**src/rtl/exec_sequencer.sv**
```systemverilog
// Multi-cycle execution controller for picoMIPS: sequences multiply, STIN and LOUT, gates PC/regfile.
// Optional I/O wait timeout enabled by defining IO_TIMEOUT_EN.
module exec_sequencer #(
   parameter int unsigned MultLatency   = 2,
   parameter int unsigned TimeoutCycles = 255
) (
   input  logic       clk,
   input  logic       n_reset,
   input  logic       run,
   input  logic       mult,
   input  logic       read_in,
   input  logic       write_out,
   input  logic       reg_write,
   input  logic       in_valid,
   input  logic       out_ready,
   output logic       pc_en,
   output logic       reg_we,
   output logic [1:0] wdata_sel,
   output logic       mult_start,
   output logic       in_ack,
   output logic       out_load,
   output logic       out_valid,
   output logic       busy,
   output logic       timeout_err
);

   localparam int unsigned CntMax = (TimeoutCycles > 15) ? TimeoutCycles : 15;
   localparam int unsigned CntW   = $clog2(CntMax + 1);
   localparam logic [CntW-1:0] CntOne = CntW'(1);

   typedef enum logic [1:0] {
      EXEC      = 2'd0,
      MULT_WAIT = 2'd1,
      IN_WAIT   = 2'd2,
      OUT_WAIT  = 2'd3
   } state_t;

   state_t          r_state, w_state_next;
   logic [CntW-1:0] r_cnt, w_cnt_next;
   logic            r_out_valid, w_out_valid_next;
`ifdef IO_TIMEOUT_EN
   logic            r_timeout_err;
   logic            w_timeout;
`endif

   always_ff @(posedge clk or negedge n_reset) begin
      if (!n_reset) begin
         r_state     <= EXEC;
         r_cnt       <= '0;
         r_out_valid <= 1'b0;
      end else begin
         r_state     <= w_state_next;
         r_cnt       <= w_cnt_next;
         r_out_valid <= w_out_valid_next;
      end
   end

   // Outputs are forced low while reset is held, even though EXEC would otherwise retire.
   always_comb begin
      w_state_next     = r_state;
      w_cnt_next       = r_cnt;
      w_out_valid_next = r_out_valid;
      pc_en            = 1'b0;
      reg_we           = 1'b0;
      wdata_sel        = 2'b00;
      mult_start       = 1'b0;
      in_ack           = 1'b0;
      out_load         = 1'b0;
`ifdef IO_TIMEOUT_EN
      w_timeout        = 1'b0;
`endif
      if (n_reset) begin
         case (r_state)
            EXEC: begin
               if (run) begin
                  if (mult) begin
                     mult_start   = 1'b1;
                     w_cnt_next   = CntW'(MultLatency);
                     w_state_next = MULT_WAIT;
                  end else if (read_in) begin
                     if (in_valid) begin
                        reg_we    = 1'b1;
                        wdata_sel = 2'b01;
                        in_ack    = 1'b1;
                        pc_en     = 1'b1;
                     end else begin
                        w_cnt_next   = CntOne;
                        w_state_next = IN_WAIT;
                     end
                  end else if (write_out) begin
                     out_load         = 1'b1;
                     w_out_valid_next = 1'b1;
                     w_cnt_next       = CntOne;
                     w_state_next     = OUT_WAIT;
                  end else begin
                     pc_en  = 1'b1;
                     reg_we = reg_write;
                  end
               end
            end
            MULT_WAIT: begin
               w_cnt_next = r_cnt - CntOne;
               if (r_cnt == CntOne) begin
                  reg_we       = 1'b1;
                  wdata_sel    = 2'b10;
                  pc_en        = 1'b1;
                  w_state_next = EXEC;
               end
            end
            IN_WAIT: begin
               if (in_valid) begin
                  reg_we       = 1'b1;
                  wdata_sel    = 2'b01;
                  in_ack       = 1'b1;
                  pc_en        = 1'b1;
                  w_state_next = EXEC;
`ifdef IO_TIMEOUT_EN
               end else if (r_cnt == CntW'(TimeoutCycles)) begin
                  w_timeout    = 1'b1;
                  pc_en        = 1'b1;
                  w_state_next = EXEC;
               end else begin
                  w_cnt_next = r_cnt + CntOne;
`endif
               end
            end
            OUT_WAIT: begin
               if (out_ready) begin
                  pc_en            = 1'b1;
                  w_out_valid_next = 1'b0;
                  w_state_next     = EXEC;
`ifdef IO_TIMEOUT_EN
               end else if (r_cnt == CntW'(TimeoutCycles)) begin
                  w_timeout        = 1'b1;
                  pc_en            = 1'b1;
                  w_out_valid_next = 1'b0;
                  w_state_next     = EXEC;
               end else begin
                  w_cnt_next = r_cnt + CntOne;
`endif
               end
            end
            default: w_state_next = EXEC;
         endcase
      end
   end

`ifdef IO_TIMEOUT_EN
   always_ff @(posedge clk or negedge n_reset) begin
      if (!n_reset) begin
         r_timeout_err <= 1'b0;
      end else if (w_timeout) begin
         r_timeout_err <= 1'b1;
      end
   end
   assign timeout_err = r_timeout_err;
`else
   assign timeout_err = 1'b0;
`endif

   assign out_valid = r_out_valid;
   assign busy      = (r_state != EXEC);

endmodule
```
**config.mk**
```make
export PLATFORM = sky130hd
export DESIGN_NAME = exec_sequencer
export DESIGN_NICKNAME = d
export VERILOG_FILES = /design/src/rtl/exec_sequencer.sv
export SDC_FILE = /design/constraint.sdc
export NUM_CORES = 1
export LEC_CHECK = 0
export BUFFER_PORTS_ARGS = -buffer_cell sky130_fd_sc_hd__buf_2
export CAP_MARGIN = 20
export CORE_ASPECT_RATIO = 0.6
export CORE_MARGIN = 4
export CORE_UTILIZATION = 34
export CTS_CLUSTER_SIZE = 16
export DETAILED_ROUTE_END_ITERATION = 10
export PLACE_DENSITY_LB_ADDON = 0.3
export RECOVER_POWER = 25
export SLEW_MARGIN = 20
export SYNTH_ARGS = -nofsm -noshare
export SYNTH_HDL_FRONTEND = slang
export SYNTH_SLANG_ARGS = --single-unit
```
**constraint.sdc**
```tcl
create_clock -name clk -period 2.4 [get_ports clk]
set_clock_uncertainty 0.2 [all_clocks]
set_input_delay 0.24 -clock clk [delete_from_list [all_inputs] [get_ports clk]]
set_output_delay 0.24 -clock clk [all_outputs]
set_load 0.05 [all_outputs]
```
# After elaboration in Yosys (flattened, before gate mapping)
# Cells that the tools add are included.
# W data, S select, Z words.
# word_totals
out_inout_bits	10
wordCells	82
input_bits	9
reg_bits	11
# classes
n_reduce_logical	7
muxes	58
n_eq_ne	13
add_sub_neg	1
# op_table
cell	count
$mux W8	5
$mux W1	36
$mux W2	10
$pmux W8 S2	1
$ne A2 B2 Y1 const B	7
$reduce_and A7 Y1	2
$eq A8 B1 Y1 const B	1
$ne A4 B4 Y1 const B	2
$pmux W2 S4	1
$sub A8 B1 Y8 const B	1
$pmux W2 S3	1
$reduce_bool A2 Y1	3
$reduce_and A5 Y1	1
$eq A2 B2 Y1 const B	2
$pmux W1 S2	2
$pmux W1 S4	1
$pmux W1 S3	1
$eq A2 B1 Y1 const B	1
$logic_not A2 Y1	1

# Longest topological paths before layout
# logic_depth
depth_word	6
ltp_mapped	6
ltp_nobuf	6

# Worst setup path after synthesis
# No wires, ideal clock.
# synth_path
kind	register to output
startpoint	register r_cnt[1]
endpoint	output pc_en
stages_incl_launch_ff	7
t_required_ns	1.960
path_slack_ns	0.100
arrival_time_ns	1.860
cell_sequence	dfrtp_1 inv_1 ha_1 nor4b_1 and4b_1 a221oi_1 nor2b_1
# synth_via
elab_chain_cells	4
# synth_rtl
element	line	source
start: declaration	39	logic [CntW-1:0] r_cnt, w_cnt_next;
start signal: assignment	53	r_cnt <= w_cnt_next;
$eq A8 B1 Y1	103	if (r_cnt == CntOne) begin
$mux W1	103	
$pmux W1 S4	73	case (r_state)
$mux W1	72	if (n_reset) begin
end: declaration	16	output logic pc_en,
# Every way passes these cells.

# Worst setup path in the final report
# Same ends and word-level chain as after synthesis.

==> flow_summary_export.csv <==
group,metric,value,unit
timing,worst_pin_slew,0.532,ns
cts,cts_buffers,3,
placed_design,dp.cells,138,
cts,post-cts-setup-buffers,0,
cells_and_area,syn_to_final_growth,24.2,%
floorplan,die_h,46.1,um
cells_and_area,layout-drive-gt1-share,23.9,%
hold_path,hp-class,"input pin to register",
cts,clk_latency,0.24,ns
synth,ys.flop_type,"dfrtp_1",
timing,max_freq,445,MHz
setup_path,r2r-start,"r_state[1]$_DFFE_PN0P_",
timing,hold_viol_final,0,
hold_path,min_from,"out_ready",
routing,drt_iter0_drc,119,
cts,htree_levels,1,
cells_and_area,final_util,45.8,%
global_route,grt_pass1_wl,3400,um
timing,holdWs,0.125,ns
setup_path,cp_max_fo,3,
synth,netlist_top_cells_count,"11 x dfrtp_1, 10 x nand2_1, 6 x nor2_1",
synth,synth_mux_area_share,6.25,%
synth,seq_area_frac_synth,33.5,%
routing,avgViaCountPerCell,5.52,
setup_path,arrival,1.81,ns
power_and_ir_drop,ir_drop,0.475,mV
cts,numClockSinks,11,
timing,period_needed,2.25,ns
synth,yosys.area_share.simple,27.3,%
synth,synth_top_cell_by_area,"dfrtp_1",
floorplan,start_util,36.8,%
power_and_ir_drop,powerDensity,1080,nW/um^2
power_and_ir_drop,power,1.10,mW
cells_and_area,final_cell_area,1020,sq um
setup_path,crit_path_end_kind,"output port",
cells_and_area,seq_area,275,sq um
synth,syn_inst,94,
cts,cts_root_buf,"clkbuf_8",
setup_path,start_kind,"register",
synth,syn_nets,105,
cells_and_area,nets,125,
global_route,grt-ovfl-total,0,
timing,finalCritPeriodShare,93.6,%
routing,wl_per_cell,14.8,um
cells_and_area,diodes,0,
synth,synth_warnings,0,
cts,clockBufferDepth,2,
floorplan,core,2230,sq um
placed_design,pre_cts_slack,0.248,ns
synth,synth_top_area_share,33.5,%
placed_design,place.gp.congestion,0.814,
timing,setup_violations,0,
synth,synth_area_leaders,"dfrtp_1 34%, mux2i_1 4.9%, nand2_1 4.6%",
synth,syn_area,821,sq um
setup_path,worstSetupPathType,"register to output port",
cells_and_area,final-instance-count-excl-fill,143,
global_route,grt_use_total,13.7,%
routing,dr_wl_met3,97,um
synth,ys_async_sr_fraction,100,%
timing,setup_ws,0.154,ns
setup_path,reg2regPathDepth,4,
cells_and_area,multi_input_area,517,sq um
routing,highest_layer,"met4",
synth,synth_edf_count,0,
floorplan,fp.dieW,71.4,um
run,drv_cap,0,
hold_path,hold_end,"out_valid$_DFFE_PN0P_",
timing,rsz0062_at_grt,"no",
synth,synth.distinct_cells,40,
timing,setup_tns,0,ns
run_status,status,"finished clean",
routing,antenna_left,0,
timing,relSlewSlack,64.2,%
cells_and_area,n_fill_cell,208,
floorplan,die-area,3290,sq um
timing,final_max_slew_viol_count,0,
routing,drt_first_pass_iters,4,
placed_design,dp_hpwl,1570,um
cts,tritoncts,"yes",
floorplan,rows,13,
setup_path,regToRegSetupSlack,0.41,ns
synth,avgSynthCellArea,8.73,sq um
synth,yosysMostFrequentCell,"dfrtp_1",
routing,drcViolationCount,0,
routing,wl_met2,857,um
floorplan,ios,19,
routing,wl,2120,um
routing,wl_met1,1140,um
setup_path,r2r-end,"r_cnt[4]$_DFFE_PN0P_",
placed_design,placed_area,936,sq um
synth,synth-xor-area-share,0,%
routing,vias,790,
placed_design,portBuffers,17,
global_route,antenna_found_initial,0,
cts,clk_pin_slew,0.05,ns
hold_path,hold_depth,3,
synth,synth_top_family_by_area,"simple AND/OR/NAND/NOR gates",
synth,synth_compound_area_share,23.0,%
synth,synth_seq_cells,11,
global_route,grt_pass1_vias,646,
setup_path,cp.required,1.96,ns
synth,synthAdderAreaFrac,3.05,%
power_and_ir_drop,p_leak,0.473,nW
global_route,grt_max_degree,25,
cell families (layout without fill, tap and decap cells):
family,count (synthesis),count (layout)
AOI/OAI and AO/OA,24,24
adders and majority gates,2,2
buffers and inverters,12,31
DFF,11,11
muxes,5,5
other,1,1
and+or+nand+nor,39,39
power by group:
group / leakage (nW) / switching [mW] / total [mW] / internal [mW]
clock: 0.0255 / 0.0775 / 0.192 / 0.115
sequential: 0.125 / 0.119 / 0.388 / 0.269
combinational: 0.322 / 0.299 / 0.516 / 0.217
total: 0.473 / 0.496 / 1.10 / 0.601
worst max-delay path, stage by stage (launching register included):
cell,delay (ns)
dfrtp_1,0.39
inv_1,0.10
ha_1,0.17
nor4b_4,0.22
and4b_1,0.27
a221oi_1,0.06
nor2b_1,0.12
clkbuf_4,0.23
how the worst max path moves through the flow:
stage,from,to,cells past startpoint
2_1_floorplan,r_cnt[1]$_DFFE_PN0P_,pc_en,6
3_3_place_gp,r_state[0]$_DFFE_PN0P_,reg_we,5
3_5_place_dp,r_cnt[1]$_DFFE_PN0P_,reg_we,7
4_1_cts,r_state[0]$_DFFE_PN0P_,reg_we,5
5_1_grt,r_cnt[1]$_DFFE_PN0P_,pc_en,7
6_report,r_cnt[1]$_DFFE_PN0P_,pc_en,7
cell type report:
type / instances / share of cell area, %
repair buffers: 21 / 11.9
well taps: 30 / 3.68
clock inverters: 1 / 0.491
clock buffers: 3 / 4.05
flip-flops and latches: 11 / 27.0
multi-input cells: 71 / 50.7
inverters: 6 / 2.21
routing by layer:
layer  vias to the layer above  GRT usage, %
met1                       383          22.3
met2                        16          16.8
met3                         2          3.92
li1                        389             -
met5                         -             0
met4                         0          3.37
cell usage in the layout (no fill, tap or decap), types with 2 or more instances in the layout:
cell	netlist	layout
a211o_1	2	2
a21o_1	2	2
a21oi_1	3	3
a221oi_1	2	2
and3_1	3	3
buf_2	0	14
buf_4	2	4
clkbuf_8	0	3
dfrtp_1	11	11
ha_1	2	2
inv_1	5	5
mux2i_1	4	4
nand2_1	10	10
nor2_1	6	6
nor2b_1	4	4
nor3_1	2	2
nor3b_1	2	2
nor4_1	3	3
nor4b_4	0	2
o2111a_1	2	2
o21ai_0	3	3
o2bb2ai_1	2	2
sequential cells by signal (all words and copies together) (netlist names):
name	cells
r_cnt	8
out_valid	1
r_state	2
repair_timing:
item	CTS	global route
cloned	0	0
hold buffers	1	0
resized for setup	1	5
endpoints found under the hold margin	11	0
endpoints found under the setup margin	2	2
(Power assumes the default switching activity.)
